### src/rtl/chip8_pkg.sv
// Shared constants and elaboration helpers for the CHIP-8 timer subsystem.
package chip8_pkg;

    localparam int CHIP8_CLK_HZ  = 50_000_000;
    localparam int CHIP8_TICK_HZ = 60;

    // Channel indices as seen by the CPU timer instructions.
    localparam int TMR_DELAY = 0;
    localparam int TMR_SOUND = 1;

    // Clocks per tick; the fractional remainder is deliberately dropped.
    function automatic int calc_div(input int clk_hz, input int tick_hz);
        return clk_hz / tick_hz;
    endfunction

    // Select width, kept at least one bit so a single-channel build still has a port.
    function automatic int calc_selw(input int num_ch);
        return ($clog2(num_ch) < 1) ? 1 : $clog2(num_ch);
    endfunction

endpackage

### src/rtl/chip8_prescaler.sv
// Divide-by-DIV prescaler: strobe is high for one clock every DIV enabled clocks.
module chip8_prescaler #(
    parameter int DIV = 2
) (
    input  logic clk,
    input  logic reset,
    input  logic en,
    output logic strobe
);

    localparam int PW = (DIV > 2) ? $clog2(DIV) : 1;
    localparam logic [PW-1:0] LAST = PW'(DIV - 1);

    logic [PW-1:0] pre;

    assign strobe = en && (pre == LAST);

    // Phase counter; holds while disabled so a pause keeps the remaining phase.
    always_ff @(posedge clk or posedge reset) begin
        if (reset) begin
            pre <= '0;
        end else if (en) begin
            if (pre == LAST) begin
                pre <= '0;
            end else begin
                pre <= pre + 1'b1;
            end
        end
    end

endmodule

### src/rtl/chip8_timer_bank.sv
// Multi-channel CHIP-8 timer bank: common tick prescaler, writable saturating
// down-counters, per-channel expiry pulses and a tick-derived heartbeat.
module chip8_timer_bank
    import chip8_pkg::*;
#(
    parameter int CLK_HZ      = CHIP8_CLK_HZ,
    parameter int TICK_HZ     = CHIP8_TICK_HZ,
    parameter int NUM_CH      = 2,
    parameter int WIDTH       = 8,
    parameter int BLINK_TICKS = 30,
    localparam int DIV        = calc_div(CLK_HZ, TICK_HZ),
    localparam int SELW       = calc_selw(NUM_CH)
) (
    input  logic              clk,
    input  logic              reset,
    input  logic              pause,
    input  logic              wr_en,
    input  logic [SELW-1:0]   wr_sel,
    input  logic [WIDTH-1:0]  wr_data,
    input  logic [SELW-1:0]   rd_sel,
    output logic [WIDTH-1:0]  rd_data,
    output logic              tick,
    output logic [NUM_CH-1:0] active,
    output logic [NUM_CH-1:0] expired,
    output logic              heartbeat
);

    localparam int BW = (BLINK_TICKS > 1) ? $clog2(BLINK_TICKS) : 1;
    localparam logic [BW-1:0] BLINK_LAST = BW'(BLINK_TICKS - 1);

    if (DIV < 2) begin : g_bad_div
        $error("chip8_timer_bank: CLK_HZ/TICK_HZ must be at least 2");
    end
    if (NUM_CH < 1) begin : g_bad_num_ch
        $error("chip8_timer_bank: NUM_CH must be at least 1");
    end
    if (BLINK_TICKS < 1) begin : g_bad_blink
        $error("chip8_timer_bank: BLINK_TICKS must be at least 1");
    end

    logic                s;
    logic [WIDTH-1:0]    value [NUM_CH];
    logic [NUM_CH-1:0]   wr_hit;
    logic [BW-1:0]       blink_cnt;

    chip8_prescaler #(
        .DIV (DIV)
    ) u_prescaler (
        .clk    (clk),
        .reset  (reset),
        .en     (!pause),
        .strobe (s)
    );

    // Per-channel write decode; out-of-range selects hit nothing.
    always_comb begin
        for (int i = 0; i < NUM_CH; i++) begin
            wr_hit[i] = wr_en && (wr_sel == SELW'(i));
        end
    end

    // Read mux and activity flags straight from the value registers.
    always_comb begin
        rd_data = '0;
        for (int i = 0; i < NUM_CH; i++) begin
            active[i] = (value[i] != '0);
            if (rd_sel == SELW'(i)) begin
                rd_data = value[i];
            end
        end
    end

    // Channel values: a write wins over the tick decrement, and zero is sticky.
    always_ff @(posedge clk or posedge reset) begin
        if (reset) begin
            for (int i = 0; i < NUM_CH; i++) begin
                value[i] <= '0;
            end
            expired <= '0;
        end else begin
            for (int i = 0; i < NUM_CH; i++) begin
                if (wr_hit[i]) begin
                    value[i] <= wr_data;
                end else if (s && (value[i] != '0)) begin
                    value[i] <= value[i] - 1'b1;
                end
                expired[i] <= s && (value[i] == WIDTH'(1)) && !wr_hit[i];
            end
        end
    end

    // Tick pulse lines up with the cycle that already shows decremented values.
    always_ff @(posedge clk or posedge reset) begin
        if (reset) begin
            tick <= 1'b0;
        end else begin
            tick <= s;
        end
    end

    // Heartbeat toggles once per BLINK_TICKS ticks; pause freezes it through s.
    always_ff @(posedge clk or posedge reset) begin
        if (reset) begin
            blink_cnt <= '0;
            heartbeat <= 1'b0;
        end else if (s) begin
            if (blink_cnt == BLINK_LAST) begin
                blink_cnt <= '0;
                heartbeat <= !heartbeat;
            end else begin
                blink_cnt <= blink_cnt + 1'b1;
            end
        end
    end

endmodule

### config.mk
export PLATFORM = sky130hd
export DESIGN_NAME = chip8_timer_bank
export DESIGN_NICKNAME = d
export VERILOG_FILES = /design/src/rtl/chip8_pkg.sv /design/src/rtl/chip8_prescaler.sv /design/src/rtl/chip8_timer_bank.sv
export SDC_FILE = /design/constraint.sdc
export NUM_CORES = 1
export LEC_CHECK = 0
export CAP_MARGIN = 20
export CORE_ASPECT_RATIO = 0.5
export CORE_MARGIN = 2
export CORE_UTILIZATION = 61
export DETAILED_ROUTE_END_ITERATION = 8
export HOLD_SLACK_MARGIN = 0.05
export PLACE_DENSITY = 0.85
export SYNTH_ARGS = -nofsm -noshare
export SYNTH_HDL_FRONTEND = slang
export SYNTH_SLANG_ARGS = --single-unit
### constraint.sdc
create_clock -name clk -period 6.34 [get_ports clk]
set_input_delay 0.951 -clock clk [delete_from_list [all_inputs] [get_ports clk]]
set_output_delay 0.951 -clock clk [all_outputs]
set_load 0.05 [all_outputs]
# Word-level counts from Yosys, hierarchy flattened
# Cells that the tools add are included.
# word_totals
output_inout_bits	14
mem_count	0
ramBits	0
latch_bits	0
ff_bits	45
rom_bits	0
inputBits	14
# op_classes
n_addsub	4
mul	0
n_eq_ne	4
n_div	0
shifts	0
n_reduce_logical	18
bitwise_logic	1
mux	7
order_cmp	0
# op_table
cell	n
2-to-1 mux 8 bit	5
adder 20 x 1 -> 20 bit (second input constant)	1
equality test 20 bit (second input constant)	1
2-to-1 mux 20 bit	1
equality test 8 x 1 -> 1 bit (second input constant)	2
nonzero test 8 bit	2
subtractor 8 x 1 -> 8 bit (second input constant)	2
logical AND 1 bit	9
adder 5 x 1 -> 5 bit (second input constant)	1
equality test 5 bit (second input constant)	1
2-to-1 mux 5 bit	1
logical NOT 1 bit	4
nonzero test 2 bit	2
AND reduction 2 bit	1
NOT 1 bit	1

# Logic depth before layout (Yosys ltp)
# depth
ltp_word	5
mapped_depth	8
ltp_nobuf	8

# Hierarchy
# Synthesis repeated with hierarchy kept, for this count alone.
# hier_totals
cells_unflattened	269
area_unflattened_um2	2608.8
# modules_own_cells
module	seq_area_each_um2	instances	cells_per_inst	area_per_inst_um2
chip8_timer_bank	625.6	1	165	1549.0
chip8_prescaler	500.5	1	104	1059.8

# Least setup slack after synthesis
# Ideal clock, no wire load.
# synth_timing
kind	input -> output
start	in rd_sel
end	out rd_data[7]
t_arrival_ns	2.264
cell_stages	2
slack_ns	3.125
path_cell_list	clkbuf_1 > o21ai_0
# synth_via
elab_chain_len	1
# synth_lines
element	line_no	source
start, declared	chip8_timer_bank.sv:20	input logic [SELW-1:0] rd_sel,
2-to-1 mux 8 bit	chip8_timer_bank.sv:67	if (rd_sel == SELW'(i)) begin
end, declared	chip8_timer_bank.sv:21	output logic [WIDTH-1:0] rd_data,
# Every way passes these cells.

# Final worst setup path
# layout_timing
start	in rd_sel
end	out rd_data[4]
# Same word-level chain as after synthesis.

==> results.cfg <==
[die]
dieArea_um2 = 4780
initial_utilization = 0.648
io_pins = 28
core_area_um2 = 3960
chipHeight_um = 49.9
rows = 16
die-width_um = 95.8

[setup_path]
startpoint_type = input pin
cp-end-kind = output pin
crit_start = rd_sel
worstPathRequired_ns = 5.39
critical_path_arrival_ns = 2.77
r2r_start = u_prescaler.pre[3]
reg2reg_setup_slack_ns = 3.77
crit_fanout = 11
worst-setup-path-type = in2out

[global_route]
grt_usage = 0.262
grt_pass1_wl_um = 9560
grt_max_degree = 46
grt_pass1_vias = 2076
antenna_found_initial = 0
gr-total-overflow = 0

[hold_path]
hold_class = reg2reg
min_from = heartbeat

[cells_and_area]
final_core_util = 0.753
regArea_um2 = 1130
multi_input_area_um2 = 1370
num-fill-cells = 294
nNetsFinal = 331
areaGrowthSynthToFinish_pct = 16.1
diodes = 0
drive_gt1_frac = 0.0812

[cts]
cts_buffers = 5
cts_resized = 0
htree_levels = 2
cts_root_buffer = clkbuf_8
cts_tree = done
clk_pin_slew_worst_paths_ns = 0.08
insertion_delay_ns = 0.30
cts_setup_buffers = 0
cts_buffer_depth = 2
numClockSinks = 45
cts_hold_buf = 0

[routing]
wl_um = 5610
vias = 2205
post-route-drc-count = 0
wl_per_cell_um = 15.5
ant_nets = 0
first_pass_iters = 7
drtIter0Drc = 114
via_per_inst = 6.09

[timing]
slew_headroom = 0.411
fin_skew_ns = 0.00737
post-route-min-period_ns = 3.72
grt_setup_unrepaired = no
final.period_utilization = 0.587
hold_viol = 0
timing.fmax_ghz = 0.269
slew_violations = 0
holdWs_ns = 0.475
worst_pin_slew_ns = 0.882
fin_tns_setup_ns = 0
setup_viol = 0

[placement]
io_buffers = 27
routabilityCongestion = 0.864
place_hpwl_um = 3960

[pwr]
peakVddDrop_mv = 0.135
p_leak_nw = 1.25
power.density_nw_per_um2 = 235

[yosys]
synthArstFlopShare = 1.00
synth.avg_cell_area_um2 = 9.17
yosysWarnings = 0
synth-seq-cells = 45
synth_edf_count = 0
synth_flop_cell = dfrtp_1
syn-cell-area_um2 = 2570
ys_seq_area_frac = 0.438
synth_nets = 304
yosys.cell_types.count = 47
netlist_instances = 280

[outcome]
status = finished clean

[job]
cap_violations = 0
-- cell type report --
type	instances	share of cell area
Multi-Input combinational cell	215	0.458
Clock buffer	7	0.0323
Inverter	12	0.0151
Sequential cell	45	0.378
Tap cell	54	0.0227
Clock inverter	1	0.00168
Timing Repair Buffer	28	0.0931
-- sequential cells by signal (all words and copies together) (netlist names) --
signal and count:
expired 2, value 16, blink_cnt 5, u_prescaler.pre 20, tick 1, heartbeat 1
-- cell usage after synthesis (all sizes together) (2+ instances only) --
cell type / number / area, um2
o21ai: 17 / 88.8
nand4: 10 / 62.6
clkbuf: 5 / 18.8
o41ai: 2 / 17.5
nor2: 24 / 90.1
nor3: 10 / 55.1
nand3: 22 / 120
nand2b: 3 / 18.8
inv: 12 / 45.0
nor4: 5 / 46.3
or3: 2 / 12.5
mux2: 7 / 82.6
o311a: 2 / 20.0
a21oi: 8 / 40.0
xnor2: 9 / 78.8
or4: 2 / 18.8
o31ai: 3 / 22.5
ha: 10 / 125
buf: 3 / 13.8
nand4b: 3 / 26.3
o211ai: 6 / 45.0
dfrtp: 45 / 1130
and3: 6 / 37.5
nand2: 37 / 141
nor2b: 2 / 12.5
xor2: 12 / 105
a31oi: 3 / 18.8
-- per-stage QoR --
| step | cell area (um2) | instances | power [mW] | setup slack (ns) |
|---|---|---|---|---|
| global placement | 2880 | 354 | 0.501 | 2.67 |
| finish | 2980 | 362 | 0.702 | 2.62 |
| global route | 2980 | 362 | 0.739 | 2.59 |
| floorplan | 2570 | 280 | 0.458 | 3.12 |
| CTS | 2980 | 362 | 0.703 | 2.61 |
| detailed placement | 2880 | 354 | 0.508 | 2.62 |
-- critical path, cell delays in order --
cell and delay, ns:
clkdlybuf4s50_1 0.72, mux2_2 0.40, clkdlybuf4s50_1 0.70
-- path summary, 6_finish.rpt --
check / endpoint / cells past startpoint
worst max-delay path: rd_data[4] / 3
worst min-delay path: heartbeat / 1
worst max register to register: blink_cnt[4] / 6
worst min register to register: heartbeat / 1
max in group asynchronous: u_prescaler.pre[15] / 3
min in group asynchronous: u_prescaler.pre[0] / 3
-- per-layer routing --
metal | up-vias | share of wire | GRT usage
li1 | 1042 | - | -
met1 | 1063 | 0.46 | 0.352
met2 | 87 | 0.46 | 0.423
met3 | 13 | 0.065 | 0.0612
met4 | 0 | 0.013 | 0.0762
met5 | - | 0 | 0
-- cell families (layout without fill, tap and decap cells) --
kind of cell	Yosys count	count (layout)	synth area share
muxes	8	8	0.0360
AOI/OAI and AO/OA	44	44	0.107
buffers and inverters	20	48	0.0302
DFF	45	45	0.438
xor gates and xnor gates	21	21	0.0716
and+or+nand+nor	132	132	0.268
adders and majority gates	10	10	0.0487
-- cells in the final DEF, fill, tap and decap left out, types with 3 or more instances in the layout --
master           count
nand2_1             36
o211ai_1             6
dfrtp_1             45
mux2_2               6
xnor2_1              9
and3_1               6
clkdlybuf4s50_1     27
o31ai_1              3
inv_1               10
nand3_1             20
o21ai_0             14
nand2b_1             3
clkbuf_8             7
xor2_1              12
nand4b_1             3
nor2_1              24
a21oi_1              8
nor3_1               9
a31oi_1              3
nand4_1             10
ha_1                10
nor4_1               4
-- power breakdown --
part	leakage, nW	internal (mW)	switching (mW)	total (mW)
Sequential	0.562	0.315	0.0429	0.358
Combinational	0.635	0.0627	0.0856	0.148
Clock	0.0542	0.0986	0.0972	0.196
Total	1.25	0.477	0.226	0.702
No activity file was read; power rests on OpenSTA's default activity.
